[config.mk]
export PLATFORM = sky130hd
export DESIGN_NAME = ysyx_22041211_mem_arbiter
export DESIGN_NICKNAME = d
export VERILOG_FILES = /design/src/rtl/ysyx_22041211_mem_arbiter_pkg.sv /design/src/rtl/ysyx_22041211_rr_arb2.sv /design/src/rtl/ysyx_22041211_mem_arbiter.sv
export SDC_FILE = /design/constraint.sdc
export NUM_CORES = 1
export LEC_CHECK = 0
export ABC_AREA = 1
export CAP_MARGIN = 10
export CORE_MARGIN = 2
export CORE_UTILIZATION = 35
export CTS_CLUSTER_DIAMETER = 80
export DETAILED_ROUTE_END_ITERATION = 12
export PLACE_DENSITY = 0.93
export SYNTH_ARGS = -nofsm -noshare
export SYNTH_HDL_FRONTEND = slang
export SYNTH_SLANG_ARGS = --single-unit
[constraint.sdc]
create_clock -name clk -period 1.7 [get_ports clk]
set_input_delay 0.17 -clock clk [delete_from_list [all_inputs] [get_ports clk]]
set_output_delay 0.17 -clock clk [all_outputs]
set_load 0.01 [all_outputs]
[src/rtl/ysyx_22041211_mem_arbiter_pkg.sv]
// +------------------------------------------------------------------+
// | ysyx_22041211_mem_arbiter_pkg: shared encodings for mem arbiter  |
// | rev 1.0                                                          |
// +------------------------------------------------------------------+
`default_nettype none

package ysyx_22041211_mem_arbiter_pkg;

  typedef enum logic [1:0] {
    ARB_IDLE = 2'b00,
    ARB_REQ  = 2'b01,
    ARB_RESP = 2'b10
  } arb_state_e;

  localparam logic OWNER_IFU = 1'b0;
  localparam logic OWNER_LSU = 1'b1;

  localparam logic [7:0] MEM_MASK_8  = 8'h01;
  localparam logic [7:0] MEM_MASK_16 = 8'h03;
  localparam logic [7:0] MEM_MASK_32 = 8'h0F;

endpackage

`default_nettype wire

[src/rtl/ysyx_22041211_rr_arb2.sv]
// +------------------------------------------------------------------+
// | ysyx_22041211_rr_arb2: 2-way round-robin one-hot grant           |
// | rev 1.0                                                          |
// +------------------------------------------------------------------+
`default_nettype none

module ysyx_22041211_rr_arb2
  import ysyx_22041211_mem_arbiter_pkg::*;
(
  input  logic [1:0] req,
  input  logic       last,
  output logic [1:0] gnt
);

  // Bit index equals owner encoding; on conflict the one not served last wins.
  always_comb begin
    gnt = req;
    if (&req) begin
      gnt = (last == OWNER_LSU) ? 2'b01 : 2'b10;
    end
  end

endmodule

`default_nettype wire

[src/rtl/ysyx_22041211_mem_arbiter.sv]
// +------------------------------------------------------------------+
// | ysyx_22041211_mem_arbiter: IFU/LSU share one memory port         |
// | rev 1.0                                                          |
// +------------------------------------------------------------------+
`default_nettype none

module ysyx_22041211_mem_arbiter
  import ysyx_22041211_mem_arbiter_pkg::*;
#(
  parameter int ADDR_LEN = 32,
  parameter int DATA_LEN = 32,
  parameter int TIMEOUT  = 255
) (
  input  logic                clk,
  input  logic                rst,
  input  logic                ifu_req_valid,
  output logic                ifu_req_ready,
  input  logic [ADDR_LEN-1:0] ifu_addr,
  output logic                ifu_resp_valid,
  output logic                ifu_resp_err,
  output logic [DATA_LEN-1:0] ifu_rdata,
  input  logic                lsu_req_valid,
  output logic                lsu_req_ready,
  input  logic [ADDR_LEN-1:0] lsu_addr,
  input  logic                lsu_wen,
  input  logic [DATA_LEN-1:0] lsu_wdata,
  input  logic [7:0]          lsu_wmask,
  output logic                lsu_resp_valid,
  output logic                lsu_resp_err,
  output logic [DATA_LEN-1:0] lsu_rdata,
  output logic                mem_req_valid,
  input  logic                mem_req_ready,
  output logic [ADDR_LEN-1:0] mem_addr,
  output logic                mem_wen,
  output logic [DATA_LEN-1:0] mem_wdata,
  output logic [7:0]          mem_wmask,
  input  logic                mem_resp_valid,
  input  logic [DATA_LEN-1:0] mem_rdata,
  output logic                busy
);

  localparam int CNT_W = (TIMEOUT > 1) ? $clog2(TIMEOUT + 1) : 1;
  localparam logic [CNT_W-1:0] CNT_LAST = (TIMEOUT > 0) ? CNT_W'(TIMEOUT - 1) : '0;

  arb_state_e          state_q, state_d;
  logic                last_q, last_d;
  logic                owner_q, owner_d;
  logic [CNT_W-1:0]    cnt_q, cnt_d;
  logic [ADDR_LEN-1:0] addr_q, addr_d;
  logic                wen_q, wen_d;
  logic [DATA_LEN-1:0] wdata_q, wdata_d;
  logic [7:0]          wmask_q, wmask_d;

  logic [1:0] gnt;
  logic       done;
  logic       tmo;

  ysyx_22041211_rr_arb2 u_rr_arb2 (
    .req  ({lsu_req_valid, ifu_req_valid}),
    .last (last_q),
    .gnt  (gnt)
  );

  always_comb begin
    state_d        = state_q;
    last_d         = last_q;
    owner_d        = owner_q;
    cnt_d          = cnt_q;
    addr_d         = addr_q;
    wen_d          = wen_q;
    wdata_d        = wdata_q;
    wmask_d        = wmask_q;
    ifu_req_ready  = 1'b0;
    lsu_req_ready  = 1'b0;
    mem_req_valid  = 1'b0;
    done           = 1'b0;
    tmo            = 1'b0;

    case (state_q)
      ARB_IDLE: begin
        // Readies are held low while reset is asserted so nothing is accepted then.
        ifu_req_ready = gnt[OWNER_IFU] & rst;
        lsu_req_ready = gnt[OWNER_LSU] & rst;
        if (ifu_req_ready || lsu_req_ready) begin
          state_d = ARB_REQ;
          owner_d = lsu_req_ready;
          last_d  = lsu_req_ready;
          cnt_d   = '0;
          if (lsu_req_ready) begin
            addr_d  = lsu_addr;
            wen_d   = lsu_wen;
            wdata_d = lsu_wdata;
            wmask_d = lsu_wmask;
          end else begin
            addr_d  = ifu_addr;
            wen_d   = 1'b0;
            wdata_d = '0;
            wmask_d = MEM_MASK_32;
          end
        end
      end
      ARB_REQ: begin
        mem_req_valid = 1'b1;
        if (mem_req_ready) state_d = ARB_RESP;
      end
      ARB_RESP: begin
        if (mem_resp_valid) begin
          done    = 1'b1;
          state_d = ARB_IDLE;
        end
      end
      default: state_d = ARB_IDLE;
    endcase

    if (state_q != ARB_IDLE) begin
      if (cnt_q != '1) cnt_d = cnt_q + 1'b1;
      if ((TIMEOUT > 0) && (cnt_q == CNT_LAST) && !done) begin
        tmo           = 1'b1;
        mem_req_valid = 1'b0;
        state_d       = ARB_IDLE;
      end
    end

    ifu_resp_valid = (done | tmo) & rst & (owner_q == OWNER_IFU);
    lsu_resp_valid = (done | tmo) & rst & (owner_q == OWNER_LSU);
    ifu_resp_err   = tmo & rst & (owner_q == OWNER_IFU);
    lsu_resp_err   = tmo & rst & (owner_q == OWNER_LSU);
    ifu_rdata      = (done && rst && owner_q == OWNER_IFU) ? mem_rdata : '0;
    lsu_rdata      = (done && rst && owner_q == OWNER_LSU) ? mem_rdata : '0;
  end

  always_ff @(posedge clk) begin
    if (!rst) begin
      state_q <= ARB_IDLE;
      last_q  <= OWNER_LSU;
      owner_q <= OWNER_IFU;
      cnt_q   <= '0;
      addr_q  <= '0;
      wen_q   <= 1'b0;
      wdata_q <= '0;
      wmask_q <= '0;
    end else begin
      state_q <= state_d;
      last_q  <= last_d;
      owner_q <= owner_d;
      cnt_q   <= cnt_d;
      addr_q  <= addr_d;
      wen_q   <= wen_d;
      wdata_q <= wdata_d;
      wmask_q <= wmask_d;
    end
  end

  assign mem_addr  = addr_q;
  assign mem_wen   = wen_q;
  assign mem_wdata = wdata_q;
  assign mem_wmask = wmask_q;
  assign busy      = (state_q != ARB_IDLE);

endmodule

`default_nettype wire

; ---- Yosys cells after proc, flatten, opt, wreduce, memory -nomap -nowiden
; Index checks and enable logic that the tools add are counted.
[word_totals]
elab_cells = 60
in_bits = 143
regBits = 85
ram_bits = 0
memories = 0
latch_bits = 0
output_inout_bits = 145
romBits = 0
[op_classes]
eq_ne = 4
div_mod_pow = 0
shifts = 0
n_mul = 0
muxes = 27
reduce_logical = 10
n_addsub = 1
n_lt_le_gt_ge = 0
bitwise = 10
[ops]
columns = operator, n
row1 = 32-bit 2-to-1 mux, 4
row2 = 8-bit 2-to-1 mux, 5
row3 = 2-bit 2-to-1 mux, 7
row4 = 1-bit 2-to-1 mux, 10
row5 = 8-bit by 1-bit adder with 8-bit output (second input constant), 1
row6 = 1-bit bitwise AND, 8
row7 = 8-bit equality test (second input constant), 1
row8 = 8-bit inequality test (second input constant), 1
row9 = 2-bit case mux with 3 select lines, 1
row10 = 1-bit logical AND, 4
row11 = 2-bit AND reduction, 2
row12 = 2-bit by 1-bit equality test with 1-bit output (second input constant), 1
row13 = 2-bit equality test (second input constant), 1
row14 = 2-bit zero test, 1
row15 = 2-bit nonzero test, 1
row16 = 1-bit zero test, 1
row17 = 1-bit logical OR, 1
row18 = 1-bit inverter, 1
row19 = 1-bit OR, 1

; ---- Logic depth before layout (Yosys ltp)
[logic_depth]
ltp_word = 9
ltp_mapped = 10
depth_no_buf = 8

; ---- Cells and area by module
; Synthesis repeated with hierarchy kept, for this count alone.
[hier_totals]
cells_unflattened = 655
area_unflattened_um2 = 4162.7
[modules_own_cells]
columns = mod, n_inst, area_each_um2, cells_per_inst, seq_area_each_um2
row1 = ysyx_22041211_mem_arbiter, 1, 4141.5, 650, 1701.6
row2 = ysyx_22041211_rr_arb2, 1, 21.3, 5, 0.0

; ---- Least setup slack after synthesis
; No wires, ideal clock.
[synth_timing]
kind = register to output
startpoint = reg cnt_q[4]
endpoint = out ifu_resp_valid
path_buffers = 0
required_time_ns = 1.530
t_arrival_ns = 1.201
stages_incl_launch_ff = 7
path_slack_ns = 0.329
cell_sequence = dfxtp_1 > nand2_1 > nor2_1 > nand3_1 > nor2_1 > nand2_1 > o21ai_0
[synth_via]
elab_chain_len = 7
[synth_rtl]
columns = element, line
row1 = "start, declared", ysyx_22041211_mem_arbiter.sv:48  ; logic [CNT_W-1:0] cnt_q, cnt_d;
row2 = "start signal, assigned", ysyx_22041211_mem_arbiter.sv:146  ; cnt_q <= cnt_d;
row3 = 8-bit equality test, ysyx_22041211_mem_arbiter.sv:117  ; if ((TIMEOUT > 0) && (cnt_q == CNT_LAST) && !done) begin
row4 = 1-bit logical AND, ysyx_22041211_mem_arbiter.sv:117
row5 = 1-bit 2-to-1 mux, ysyx_22041211_mem_arbiter.sv:117
row6 = 1-bit 2-to-1 mux, ysyx_22041211_mem_arbiter.sv:115  ; if (state_q != ARB_IDLE) begin
row7 = 1-bit OR, ysyx_22041211_mem_arbiter.sv:124  ; ifu_resp_valid = (done | tmo) & rst & (owner_q == OWNER_IFU);
row8 = 1-bit bitwise AND (2 in a row), ysyx_22041211_mem_arbiter.sv:124
row9 = "end, declared", ysyx_22041211_mem_arbiter.sv:19  ; output logic ifu_resp_valid,
; Every way passes these cells.

; ---- Final worst setup path
[layout_timing]
startpoint = reg state_q[0]
endpoint = out ifu_rdata[1]
[layout_via]
elab_chain_len = 5
[layout_rtl]
columns = element, line
row1 = "start, declared", ysyx_22041211_mem_arbiter.sv:45  ; arb_state_e state_q, state_d;
row2 = "start signal, assigned", ysyx_22041211_mem_arbiter.sv:143  ; state_q <= state_d;
row3 = 2-bit equality test, ysyx_22041211_mem_arbiter.sv:79  ; case (state_q)
row4 = 1-bit 2-to-1 mux, ysyx_22041211_mem_arbiter.sv:79
row5 = 1-bit logical AND (2 in a row), ysyx_22041211_mem_arbiter.sv:128  ; ifu_rdata = (done && rst && owner_q == OWNER_IFU) ? mem_rdata : '0;
row6 = 32-bit 2-to-1 mux, ysyx_22041211_mem_arbiter.sv:128
row7 = "end, declared", ysyx_22041211_mem_arbiter.sv:21  ; output logic [DATA_LEN-1:0] ifu_rdata,
; Every way passes these cells.

==> results.tsv <==
stage	metric	value	unit
outcome	status	finished with violations	
outcome	failing checks	setup timing	
route	Post-Route WL	19500	um
placement	placed cell areas	7260	sq um
logic_synthesis	Synth Register Bits	85	
cts	CTS buffer count	9	
critical_path	CP delay by family, top	buffers and inverters	
floorplanning	Die Span Y	112	um
logic_synthesis	Ys Warns	0	
route	Initial DRC Count	362	
floorplanning	core area	11400	sq um
floorplanning	Initial Util	35.7	%
placement	IO buf count	287	
logic_synthesis	post-synth top area cell	dfxtp_1	
floorplanning	die area	12500	sq um
cts	Worst-Skew Late Latency	0.33	ns
critical_path	CP startpoint kind	register	
logic_synthesis	top cell type's share of synthesized area	41.9	%
timing	final worst-path cycle share	119	%
placement	GPL Wtd Cong	0.933	
timing	Final TNS setup	-11.88	ns
route	Residual DRC	0	
critical_path	WP data arrival	1.86	ns
cells_and_area	Register Area	1710	sq um
route	drt pass-1 iters	7	
floorplanning	die width	112	um
logic_synthesis	post-synth cell types	24	
cts	TritonCTS clock tree	built	
global_route	Total GRT Usage	26.2	%
global_route	largest net degree at the start of global routing	65	
run	Maximum Capacitance Violations	0	
floorplanning	# rows	39	
timing	hold slack	0.396	ns
global_route	first-pass GRT wire length	26400	um
cts	CTS Hold Bufs	0	
timing	Final WS setup	-0.329	ns
global_route	total grt overflow	0	
timing	Fmax achieved	493	MHz
route	Routed Antenna Nets	0	
timing	crit path time final	2.03	ns
logic_synthesis	Syn Nets	784	
critical_path	Max stage delay on crit path	0.34	ns
pwr	cell leakage power	3.68	nW
timing	unrepaired setup endpoints after global routing	yes	
logic_synthesis	mapped cell area	4060	sq um
cells_and_area	area occupied by multi-input gates	2300	sq um
cts	clk slew on worst S/H paths	0.06	ns
timing	# setup viols final	68	
hold_path	worst min path class	primary input to register	
cells_and_area	Final Util	72.6	%
global_route	number of global-route vias before repair	5270	
logic_synthesis	Mapped Cells	639	
route	via count	5546	
critical_path	CP Capture Type	output pin	
cts	root buf cell	clkbuf_16	
critical_path	Crit path required time	1.53	ns
pwr	pwr/cell area	646	nW/um^2
logic_synthesis	syn avg cell area	6.35	sq um
cts	clk buf depth	2	
logic_synthesis	Synth area leaders	dfxtp_1 42%, nor2_1 14%, nand2_1 12%, o21ai_0 8.5%, inv_1 7.4%	
pwr	maximum vdd drop	0.420	mV
timing	Tightest Pin Transition	0.489	ns
floorplanning	IO Pins	288	
logic_synthesis	post-synthesis sequential area ratio	41.9	%
cells_and_area	post-route design area	8250	sq um
route	vias per cell	5.00	
cts	H-tree levels	3	
critical_path	worst-path fanout max	8	
cts	CTS sink cnt	85	
timing	Worst Skew	0.00835	ns
critical_path	crit path cell chain	inv_2 > nand2_4 > nor2_4 > buf_6 > nand3_4 > bufbuf_16 > nor2_1 > buf_2	
placement	Post-DP HPWL	11600	um
critical_path	critical path class	register to output pin	
timing	relative slew slack	67.4	%
timing	fin. max-slew vios	0	
critical_path	CP Buf/Inv Count	4	
cells_and_area	share of layout cells above drive strength 1	24.3	%
cells_and_area	Area Overhead vs Synth	103	%
global_route	antenna violations before repair	1	
cells_and_area	Nets	1107	
critical_path	Crit-path slowest cell	dfxtp_2	
route	wire per inst	17.5	um
cells_and_area	fillcell total	803	
timing	Hold Vio Cnt, Final	0	
logic make-up after synthesis:
group | Yosys count | synth area share [%]
simple gates | 312 | 30.4
buf+inv | 121 | 12.3
compound gates | 119 | 14.8
flops | 85 | 41.9
fa+ha+maj | 2 | 0.616
what timing repair did:
action / 4_1_cts / 5_1_grt
endpoints found under the setup margin: 73 / 81
setup buffers: 22 / 4
resized for setup: 333 / 139
gates cloned: 7 / 1
pin swaps: 7 / 14
area by class of cell:
type,instances,share of cell area (%)
Timing Repair Buffer,349,42.0
Multi-Input combinational cell,433,27.9
Sequential cell,85,20.7
Inverter,84,3.82
Clock buffer,10,2.77
Tap cell,143,2.17
Clock inverter,5,0.637
Antenna cell,1,0.0303
path summary, 6_finish.rpt:
path / from / end / slack [ns] / depth (start not counted)
min: lsu_wdata[13] / mem_wdata[13]$_SDFFE_PN0P_ / 0.40 / 3
max: state_q[0]$_SDFF_PN0_ / ifu_rdata[1] / -0.33 / 8
min reg2reg: mem_wdata[22]$_SDFFE_PN0P_ / mem_wdata[22]$_SDFFE_PN0P_ / 0.46 / 2
max reg2reg: state_q[0]$_SDFF_PN0_ / mem_wdata[1]$_SDFFE_PN0P_ / 0.04 / 7
cell usage after synthesis:
cell and number:
a21oi_1 45, buf_2 15, buf_4 3, buf_6 2
clkbuf_1 17, clkinv_1 1, dfxtp_1 85, ha_1 2
inv_1 80, inv_2 3, nand2_1 134, nand2_2 1
nand3_1 15, nand3b_1 2, nand4_1 2, nand4_4 1
nor2_1 155, nor2_4 1, o211ai_1 1, o21ai_0 69
o21ai_1 2, o21bai_1 1, o22ai_1 1, or2_2 1
state kept, by name, summed over array words and instances (netlist names):
signal,count
state_q,2
mem_addr,32
mem_wen,1
cnt_q,8
mem_wdata,32
owner_q,1
last_q,1
mem_wmask,8
metrics by stage:
stage | power [mW] | setup slack, ns | instances
floorplan | 2.67 | 0.329 | 639
global placement | 3.39 | -0.379 | 1065
detailed placement | 3.42 | -0.455 | 1065
CTS | 5.32 | -0.194 | 1109
global route | 5.57 | -0.329 | 1110
finish | 5.33 | -0.329 | 1110
cell usage in the layout (no fill, tap or decap), types with 2 or more instances in the layout:
master,n
a21oi_1,44
buf_4,34
nand3b_1,2
nand4_1,2
nor2_1,99
clkbuf_2,3
buf_6,50
clkinv_2,3
inv_2,6
o21ai_1,3
nor2_2,17
dfxtp_2,6
buf_12,8
clkdlybuf4s50_1,215
nand2_4,3
buf_2,33
clkbuf_16,10
nand2_1,127
nand3_4,3
dfxtp_1,79
inv_1,77
nand2_2,5
nor2_4,40
o21ai_0,67
buf_16,3
nand3_1,11
report_power, final:
group	switching, mW	internal (mW)
registers	0.0657	2.12
logic	0.588	0.682
clock network	0.754	1.12
total	1.41	3.93
tightest hold or removal path: stages:
cell,delay [ns]
clkdlybuf4s50_1,0.39
nand2_1,0.06
a21oi_1,0.05
layer usage:
metal  global-route usage (%)  routed length (um)
met1                     25.1                6360
met2                     50.5               10100
met3                     6.70                1490
met4                     14.4                1470
met5                        0                   0
Power figures use the tool's default switching activity.
